### src/rtl/id_track_table.sv
// id_track_table: outstanding AXI ID tracker with per-ID counters, retire on last beat, unexpected-response flag
module id_track_table #(
   parameter int unsigned IdWidth    = 4,
   parameter int unsigned NumEntries = 8,
   parameter int unsigned CntWidth   = 4,
   parameter int unsigned IdxWidth   = $clog2(NumEntries)
) (
   input  logic                clk_i,
   input  logic                rst_ni,
   input  logic                alloc_valid_i,
   output logic                alloc_ready_o,
   input  logic [IdWidth-1:0]  alloc_id_i,
   output logic [IdxWidth-1:0] alloc_idx_o,
   input  logic                rsp_valid_i,
   input  logic                rsp_last_i,
   input  logic [IdWidth-1:0]  rsp_id_i,
   output logic                rsp_hit_o,
   output logic [IdxWidth-1:0] rsp_idx_o,
   output logic                rsp_err_o,
   output logic                full_o,
   output logic                empty_o,
   output logic [IdxWidth:0]   num_used_o
);
   localparam logic [CntWidth-1:0] CntMax = '1;

   logic [NumEntries-1:0] used_q, used_d;
   logic [IdWidth-1:0]    id_q  [NumEntries];
   logic [IdWidth-1:0]    id_d  [NumEntries];
   logic [CntWidth-1:0]   cnt_q [NumEntries];
   logic [CntWidth-1:0]   cnt_d [NumEntries];
   logic                  rsp_err_q, rsp_err_d;
   logic                  alloc_hit, alloc_fire, retire, inc, dec;
   logic [IdxWidth-1:0]   hit_idx, free_idx;

   // Descending scan so the lowest matching/free index wins
   always_comb begin
      alloc_hit  = 1'b0;
      hit_idx    = '0;
      free_idx   = '0;
      rsp_hit_o  = 1'b0;
      rsp_idx_o  = '0;
      num_used_o = '0;
      for (int i = int'(NumEntries) - 1; i >= 0; i--) begin
         if (used_q[i] && id_q[i] == alloc_id_i) begin
            alloc_hit = 1'b1;
            hit_idx   = IdxWidth'(i);
         end
         if (!used_q[i]) free_idx = IdxWidth'(i);
         if (used_q[i] && id_q[i] == rsp_id_i) begin
            rsp_hit_o = 1'b1;
            rsp_idx_o = IdxWidth'(i);
         end
         num_used_o = num_used_o + (IdxWidth+1)'(used_q[i]);
      end
   end

   assign full_o        = &used_q;
   assign empty_o       = ~|used_q;
   assign alloc_idx_o   = alloc_hit ? hit_idx : free_idx;
   assign alloc_ready_o = alloc_hit ? (cnt_q[hit_idx] != CntMax) : !full_o;
   assign alloc_fire    = alloc_valid_i && alloc_ready_o;
   assign retire        = rsp_valid_i && rsp_last_i && rsp_hit_o;
   assign rsp_err_d     = rsp_valid_i && !rsp_hit_o;
   assign rsp_err_o     = rsp_err_q;

   // An alloc and a retire on the same entry cancel out
   always_comb begin
      used_d = used_q;
      id_d   = id_q;
      cnt_d  = cnt_q;
      inc    = 1'b0;
      dec    = 1'b0;
      for (int i = 0; i < int'(NumEntries); i++) begin
         inc = alloc_fire && alloc_idx_o == IdxWidth'(i);
         dec = retire && rsp_idx_o == IdxWidth'(i);
         if (inc && !dec) begin
            used_d[i] = 1'b1;
            id_d[i]   = used_q[i] ? id_q[i] : alloc_id_i;
            cnt_d[i]  = used_q[i] ? cnt_q[i] + CntWidth'(1) : CntWidth'(1);
         end else if (dec && !inc) begin
            cnt_d[i]  = cnt_q[i] - CntWidth'(1);
            used_d[i] = cnt_q[i] != CntWidth'(1);
         end
      end
   end

   always_ff @(posedge clk_i or negedge rst_ni) begin
      if (!rst_ni) begin
         used_q    <= '0;
         rsp_err_q <= 1'b0;
         for (int i = 0; i < int'(NumEntries); i++) begin
            id_q[i]  <= '0;
            cnt_q[i] <= '0;
         end
      end else begin
         used_q    <= used_d;
         rsp_err_q <= rsp_err_d;
         id_q      <= id_d;
         cnt_q     <= cnt_d;
      end
   end
endmodule
### config.mk
export PLATFORM = sky130hd
export DESIGN_NAME = id_track_table
export DESIGN_NICKNAME = d
export VERILOG_FILES = /design/src/rtl/id_track_table.sv
export SDC_FILE = /design/constraint.sdc
export NUM_CORES = 1
export LEC_CHECK = 0
export CAP_MARGIN = 30
export CELL_PAD_IN_SITES_DETAIL_PLACEMENT = 1
export CELL_PAD_IN_SITES_GLOBAL_PLACEMENT = 2
export CORE_AREA = 5 5 135 137
export DETAILED_ROUTE_END_ITERATION = 10
export DIE_AREA = 0 0 140 142
export PLACE_DENSITY = 0.75
export RECOVER_POWER = 50
export SYNTH_ARGS = -nofsm -noshare
export SYNTH_HDL_FRONTEND = slang
export SYNTH_SLANG_ARGS = --single-unit
### constraint.sdc
create_clock -name clk_i -period 3 [get_ports clk_i]
set_input_delay 0.6 -clock clk_i [delete_from_list [all_inputs] [get_ports clk_i]]
set_output_delay 0.6 -clock clk_i [all_outputs]
set_load 0.1 [all_outputs]
==> load_flow_metrics.sql, run 1 <==
INSERT INTO impl_metrics (metric_group, metric, value, unit) VALUES
('status', 'status', 'finished, violations left', ''),
('status', 'violations_in_the_final_reports', 'max-capacitance violations, max-slew violations, negative setup slack', ''),
('grt', 'grt_pass1_vias', '6020', ''),
('synth', 'yosysSeqAreaShare', '0.318', ''),
('drt', 'postRouteWirelength', '25.7', 'mm'),
('critical_path', 'timing.critical_path.required', '2.40', 'ns'),
('critical_path', 'timing.critical_path.from_type', 'flop', ''),
('critical_path', 'path_class', 'reg -> out', ''),
('synth', 'synth.distinct_cells', '66', ''),
('critical_path', 'ff2ff_setup_slack', '-0.33', 'ns'),
('drt', 'route.vias.total', '5807', ''),
('placement', 'globalplace.congestion', '0.860', ''),
('die', 'fp.dieArea', '0.0199', 'mm^2'),
('critical_path', 'worstPathMaxFanout', '2', ''),
('timing', 'tightest_slew', '1.62', 'ns'),
('timing', 'worst_slack', '-0.916', 'ns'),
('timing', 'grt_setup_unrepaired', 'true', ''),
('layout', 'fin_cells', '1031', ''),
('timing', 'timing.final.setup_violations', '75', ''),
('cts', 'tritoncts_clock_tree', 'built', ''),
('die', 'top_level_ports', '28', ''),
('timing', 'total_negative_setup_slack', '-11.33', 'ns'),
('placement', 'placedInstanceArea', '0.00749', 'mm^2'),
('synth', 'postSynthRegisterBits', '73', ''),
('synth', 'synth_top_area_cell', 'dfrtp_1', ''),
('cts', 'cts.htree.levels', '3', ''),
('grt', 'grt_max_degree', '55', ''),
('synth', 'top_post_synthesis_cells_by_area', 'dfrtp_1, ha_1, mux2_2', ''),
('job', 'cap_violations', '1', ''),
('layout', 'final_layout_size_suffix_gt1_frac', '0.565', ''),
('timing', 'timing.final.crit_period', '3.92', 'ns'),
('placement', 'hpwl', '14.6', 'mm'),
('placement', 'port_buffers', '27', ''),
('placement', 'dp.cells', '949', ''),
('grt', 'grt_antenna_before_repair', '1', ''),
('drt', 'wire_per_inst', '24.9', 'um'),
('synth', 'netlist.area_leader.share', '0.318', ''),
('critical_path', 'worst-endpoint-arrival', '3.32', 'ns'),
('critical_path', 'reg2regPathDepth', '12', ''),
('critical_path', 'r2r-start', 'id_q[29]$_DFFE_PN0P_', ''),
('die', 'initial_core_util', '0.339', ''),
('synth', 'synth_flop_cell', 'dfrtp_1', ''),
('cts', 'worst_setup_hold_path_clk_slew', '0.06', 'ns'),
('synth', 'synthesis.instances', '621', ''),
('layout', 'syn2layout_area_growth', '67.9', '%'),
('layout', 'multi_input_combinational_cell_area', '0.00500', 'mm^2'),
('grt', 'total_routing_usage_gr', '0.213', ''),
('cts', 'clock_sink_count', '73', ''),
('timing', 'final-max-slew-violation-count', '55', ''),
('synth', 'synth_edf_count', '0', ''),
('layout', 'antennaDiodeCount', '0', ''),
('cts', 'clock-root-buffer', 'clkbuf_16', ''),
('synth', 'synth_compound_area_frac', '0.120', ''),
('synth', 'ys_async_sr_fraction', '1.00', ''),
('drt', 'detail-route-antenna-nets', '0', ''),
('layout', 'layout.area.seq', '0.00184', 'mm^2'),
('worst_hold_path', 'min-delay-start', 'id_q[3]$_DFFE_PN0P_', ''),
('cts', 'cts.path.max_buffers', '2', ''),
('synth', 'post_synth_fa_ha_maj_area_fraction', '0.0945', ''),
('worst_hold_path', 'hold_path_class', 'reg -> reg', ''),
('critical_path', 'cp-end-kind', 'output port', ''),
('drt', 'drt-vias-per-instance', '5.63', ''),
('synth', 'synthSimpleGateAreaFrac', '0.218', ''),
('timing', 'timing.slew.headroom', '-0.0800', ''),
('timing', 'min_period_over_period', '1.31', ''),
('die', 'die-height', '142', 'um'),
('timing', 'fin_worst_skew', '0.0143', 'ns'),
('drt', 'first_pass_iters', '5', ''),
('die', 'core_area', '0.0169', 'mm^2'),
('die', 'placementRows', '48', ''),
('grt', 'grt_first_pass_wirelength', '33.3', 'mm');
[Yosys cell counts, types with 8 or more instances]
cell and n:
mux2_2 37, nor3_1 37, ha_1 37, nand2b_1 8, inv_1 41, o21ai_0 28
clkbuf_1 20, xnor2_1 22, nand2_1 23, nor2_1 36, a21oi_1 39, nand3_1 40
nor2b_1 8, mux2i_1 9, nor4_1 9, dfrtp_1 73, xor2_1 38
[layer usage]
layer / part of all wire / wire length (um) / up-vias / global-route usage
met1: 0.40 / 10200 / 3014 / 0.258
li1: - / - / 2545 / -
met4: 0.043 / 1110 / 2 / 0.0898
met3: 0.036 / 920 / 75 / 0.0333
met2: 0.53 / 13500 / 171 / 0.378
met5: 0.00070 / 18 / - / 0
[what timing repair did]
action,CTS,global route
gates resized for setup,149,169
setup endpoints to repair,84,83
hold buffers,0,0
cloned,2,0
pin swaps,59,71
buffers inserted,39,32
[metrics by stage]
stage | hold slack, ns | worst slack, ns
detailed placement | 0.561 | -0.989
finish | 0.598 | -0.916
global placement | 0.554 | -0.898
floorplan | 0.304 | -0.689
CTS | 0.353 | -0.948
global route | 0.615 | -0.993
[cells in the final DEF, fill, tap and decap left out, types with 7 or more instances in the layout]
master,Yosys,routed
o21ai_0,28,10
nand3_1,40,20
o21ai_1,2,14
buf_6,6,61
nor2b_4,0,8
nor3_2,5,18
a21oi_2,1,7
nor2_4,0,11
mux2i_1,9,8
xor2_2,2,13
a21oi_1,39,31
ha_4,0,9
buf_12,0,15
buf_4,5,115
ha_1,37,28
xnor2_1,22,13
mux2_4,0,34
nor2_2,3,7
nand4_1,7,7
nor3_4,0,10
nor3_1,37,14
dfrtp_2,0,12
nand2_1,23,20
nor2_1,36,21
nand3_2,4,21
xor2_1,38,21
nand3b_1,7,7
clkbuf_16,0,9
inv_1,41,37
dfrtp_1,73,61
[worst max path at each step]
stage	to	start	cells after the start	slack [ns]
2_1_floorplan	num_used_o[2]	used_q[1]$_DFFE_PN0P_	8	-0.69
3_3_place_gp	cnt_q[14]$_DFFE_PN0P_	alloc_id_i[0]	14	-0.90
3_5_place_dp	cnt_q[6]$_DFFE_PN0P_	rsp_id_i[3]	15	-0.99
4_1_cts	num_used_o[2]	used_q[0]$_DFFE_PN0P_	9	-0.95
5_1_grt	num_used_o[2]	used_q[0]$_DFFE_PN0P_	9	-0.99
6_report	num_used_o[2]	used_q[0]$_DFFE_PN0P_	9	-0.92
[sequential cells by signal, summed over array words and instances, names as in the netlist]
signal	flops
used_q	8
id_q	32
cnt_q	32
rsp_err_o	1
[worst max-delay path: stages (launching register included)]
cell and delay [ns]:
dfrtp_1 0.43, fa_1 0.57, inv_2 0.05, fa_1 0.46
fa_1 0.52, inv_2 0.05, ha_4 0.15, fa_2 0.37
xor2_4 0.17, buf_12 0.19
[cells by family (layout without fill, tap and decap cells)]
logic type,Yosys count,after routing
XOR/XNOR,62,62
multiplexers,46,46
AO/OA/AOI/OAI,106,106
AND/OR/NAND/NOR,216,216
flip-flops,73,73
buffers and inverters,77,262
adder cells (fa/ha/maj),41,41
[final cells by class]
| type | instances | share of cell area |
|---|---|---|
| clock buffers | 11 | 0.0241 |
| clock inverters | 5 | 0.00830 |
| inverters | 42 | 0.0171 |
| multi-input cells | 471 | 0.519 |
| flip-flops and latches | 73 | 0.191 |
| well taps | 225 | 0.0292 |
| repair buffers | 204 | 0.212 |
Power of run 1 is left out: the tool's default activity adds up to more than one toggle a clock period on the data nets, which glitch-free logic cannot reach.
==> run 2: changes to the inputs <==
==> config.mk (replaced) <==
export PLATFORM = sky130hd
export DESIGN_NAME = id_track_table
export DESIGN_NICKNAME = d
export VERILOG_FILES = /design/src/rtl/id_track_table.sv
export SDC_FILE = /design/constraint.sdc
export NUM_CORES = 1
export LEC_CHECK = 0
export CAP_MARGIN = 30
export CORE_AREA = 5 5 113 115
export DETAILED_ROUTE_END_ITERATION = 10
export DIE_AREA = 0 0 118 120
export PLACE_DENSITY = 0.7
export RECOVER_POWER = 50
export SYNTH_ARGS = -nofsm -noshare
export SYNTH_HDL_FRONTEND = slang
export SYNTH_SLANG_ARGS = --single-unit
==> run 2 against run 1 <==
Against the previous run: the run still ends with max-capacitance violations, max-slew violations, negative setup slack left; core utilization grew 20 points; worst hold slack lost 0.019 ns; first-iteration DRC count grew 99%; non-clock buffer count shrank 32; global-route usage grew 4.4 points; design area shrank 6.9%; routed wire length shrank 17%; critical path type unchanged; final cell count shrank 11%; worst setup slack lost 0.065 ns; sequential share of layout area grew 1.3 points; clock skew shrank 0.0043 ns.
==> load_flow_metrics.sql, run 2 (same netlist as run 1, synthesis figures left out) <==
INSERT INTO impl_metrics (metric_group, metric, value, unit) VALUES
('status', 'status', 'finished, violations left', ''),
('status', 'violations_in_the_final_reports', 'max-capacitance violations, max-slew violations, negative setup slack', ''),
('die', 'chipWidth', '118', 'um'),
('worst_hold_path', 'worst_hold_path.num_cells', '1', ''),
('timing', 'tightest_slew', '1.88', 'ns'),
('critical_path', 'timing.critical_path.from_type', 'flop', ''),
('cts', 'numCtsBuffers', '9', ''),
('critical_path', 'worst-endpoint-arrival', '3.38', 'ns'),
('layout', 'final_layout_size_suffix_gt1_frac', '0.512', ''),
('timing', 'final-max-slew-violation-count', '33', ''),
('drt', 'drc', '0', ''),
('timing', 'fin_worst_skew', '0.0100', 'ns'),
('critical_path', 'path_class', 'reg -> out', ''),
('timing', 'total_negative_setup_slack', '-8.14', 'ns'),
('timing', 'timing.slew.headroom', '-0.256', ''),
('die', 'placementRows', '40', ''),
('timing', 'hold_violations', '0', ''),
('critical_path', 'r2r-start', 'id_q[12]$_DFFE_PN0P_', ''),
('critical_path', 'worst_path_most_repeated_cell', 'fa_1', ''),
('die', 'core_area', '0.0117', 'mm^2'),
('layout', 'layout.nets', '823', ''),
('drt', 'drt-vias-per-instance', '6.21', ''),
('timing', 'grt_setup_unrepaired', 'true', ''),
('placement', 'globalplace.congestion', '0.913', ''),
('layout', 'antennaDiodeCount', '0', ''),
('grt', 'grt_pass1_vias', '5598', ''),
('timing', 'timing.final.crit_period', '3.98', 'ns'),
('critical_path', 'reg2regPathDepth', '14', ''),
('timing', 'timing.final.setup_violations', '62', ''),
('worst_hold_path', 'hold_path_class', 'reg -> reg', ''),
('critical_path', 'critical-path-slowest-cell', 'fa_1', ''),
('cts', 'cts.htree.levels', '3', ''),
('cts', 'clock_sink_count', '73', ''),
('grt', 'grt_first_pass_wirelength', '28.9', 'mm'),
('placement', 'post-place-ws', '-0.854', 'ns'),
('critical_path', 'worstPathBufferInverterCount', '3', ''),
('cts', 'clock_latency', '0.36', 'ns'),
('cts', 'postCtsHoldBufs', '0', ''),
('timing', 'worst_slack', '-0.982', 'ns'),
('layout', 'most-common-layout-cells', 'buf_4, dfrtp_1, buf_6', ''),
('drt', 'dr.first_iter.drc_count', '549', ''),
('layout', 'syn2layout_area_growth', '56.3', '%'),
('placement', 'port_buffers', '27', ''),
('cts', 'clock-root-buffer', 'clkbuf_16', ''),
('job', 'cap_violations', '1', ''),
('grt', 'overflow', '0', ''),
('layout', 'multi_input_combinational_cell_area', '0.00482', 'mm^2'),
('layout', 'layout_top_registers', 'cnt_q: 32 flops, id_q: 32 flops, used_q: 8 flops', ''),
('timing', 'min_period_over_period', '1.33', ''),
('cts', 'cts.path.max_buffers', '2', ''),
('die', 'fp.dieArea', '0.0142', 'mm^2'),
('critical_path', 'timing.critical_path.slowest_cell_delay', '0.62', 'ns'),
('placement', 'hpwl', '11.4', 'mm'),
('worst_hold_path', 'min-delay-start', 'id_q[9]$_DFFE_PN0P_', ''),
('die', 'top_level_ports', '28', ''),
('critical_path', 'cp-end-kind', 'output port', ''),
('layout', 'fin_cells', '919', ''),
('critical_path', 'worstPathCellList', 'fa_1 > inv_2 > fa_1 > fa_1 > inv_2 > ha_4 > fa_2 > xor2_4 > buf_12', ''),
('drt', 'route.vias.total', '5710', ''),
('grt', 'grt_max_degree', '74', ''),
('critical_path', 'worstReg2RegEnd', 'id_q[3]$_DFFE_PN0P_', ''),
('cts', 'tritoncts_clock_tree', 'built', ''),
('critical_path', 'timing.critical_path.required', '2.40', 'ns'),
('layout', 'num-fill-cells', '668', ''),
('drt', 'detail-route-antenna-nets', '0', ''),
('critical_path', 'ff2ff_setup_slack', '-0.17', 'ns'),
('critical_path', 'cpLargestDelayFamily', 'adder cells', ''),
('grt', 'grt_antenna_before_repair', '0', ''),
('die', 'initial_core_util', '0.490', ''),
('drt', 'first_pass_iters', '5', ''),
('grt', 'total_routing_usage_gr', '0.257', ''),
('cts', 'worst_setup_hold_path_clk_slew', '0.06', 'ns'),
('drt', 'wire_per_inst', '23.1', 'um'),
('drt', 'postRouteWirelength', '21.3', 'mm'),
('layout', 'mostFrequentLayoutCell', 'buf_4', ''),
('timing', 'max_freq', '0.251', 'GHz'),
('critical_path', 'worstPathMaxFanout', '2', ''),
('die', 'die-height', '120', 'um'),
('placement', 'dp.cells', '851', ''),
('worst_hold_path', 'worstHoldEndpoint', 'id_q[9]$_DFFE_PN0P_', ''),
('layout', 'layout.area.seq', '0.00183', 'mm^2');
==> run 2: worst max path at each step <==
stage                     startpoint               endpoint  cells past startpoint
2_1_floorplan  used_q[1]$_DFFE_PN0P_          num_used_o[2]                      8
3_3_place_gp           alloc_id_i[1]    id_q[0]$_DFFE_PN0P_                     13
3_5_place_dp           alloc_id_i[1]  cnt_q[10]$_DFFE_PN0P_                     13
4_1_cts        used_q[1]$_DFFE_PN0P_          num_used_o[2]                      9
5_1_grt        used_q[0]$_DFFE_PN0P_          num_used_o[2]                      9
6_report       used_q[0]$_DFFE_PN0P_          num_used_o[2]                      9
==> run 2: area by class of cell <==
cell class	count	share of cell area
Timing Repair Buffer	172	0.193
Clock inverter	1	0.000558
Tap cell	147	0.0205
Sequential cell	73	0.204
Clock buffer	13	0.0268
Multi-Input combinational cell	471	0.537
Inverter	42	0.0181
==> run 2: metal layers <==
layer  share of wire  routed length, um  vias to the layer above  track usage
li1                -                  -                     2474            -
met1            0.37               7890                     2824        0.310
met2            0.49              10400                      294        0.431
met3           0.070               1480                      118       0.0415
met4           0.068               1440                        0        0.153
met5               0                  0                        -            0
==> run 2: what timing repair did <==
action                                  CTS  global route
setup buffers                            41            16
gates resized for setup                 136           124
endpoints found under the setup margin   84            74
pin swaps                                65            67
gates cloned                              1             0
==> run 2: stage by stage <==
step	instance area [um^2]	util	hold WS, ns
floorplan	6320	-	0.304
global placement	7270	0.621	0.554
detailed placement	7270	0.621	0.561
CTS	8340	0.712	0.446
global route	8980	0.766	0.594
finish	8980	0.766	0.579
Power of run 2 is left out for the same reason.
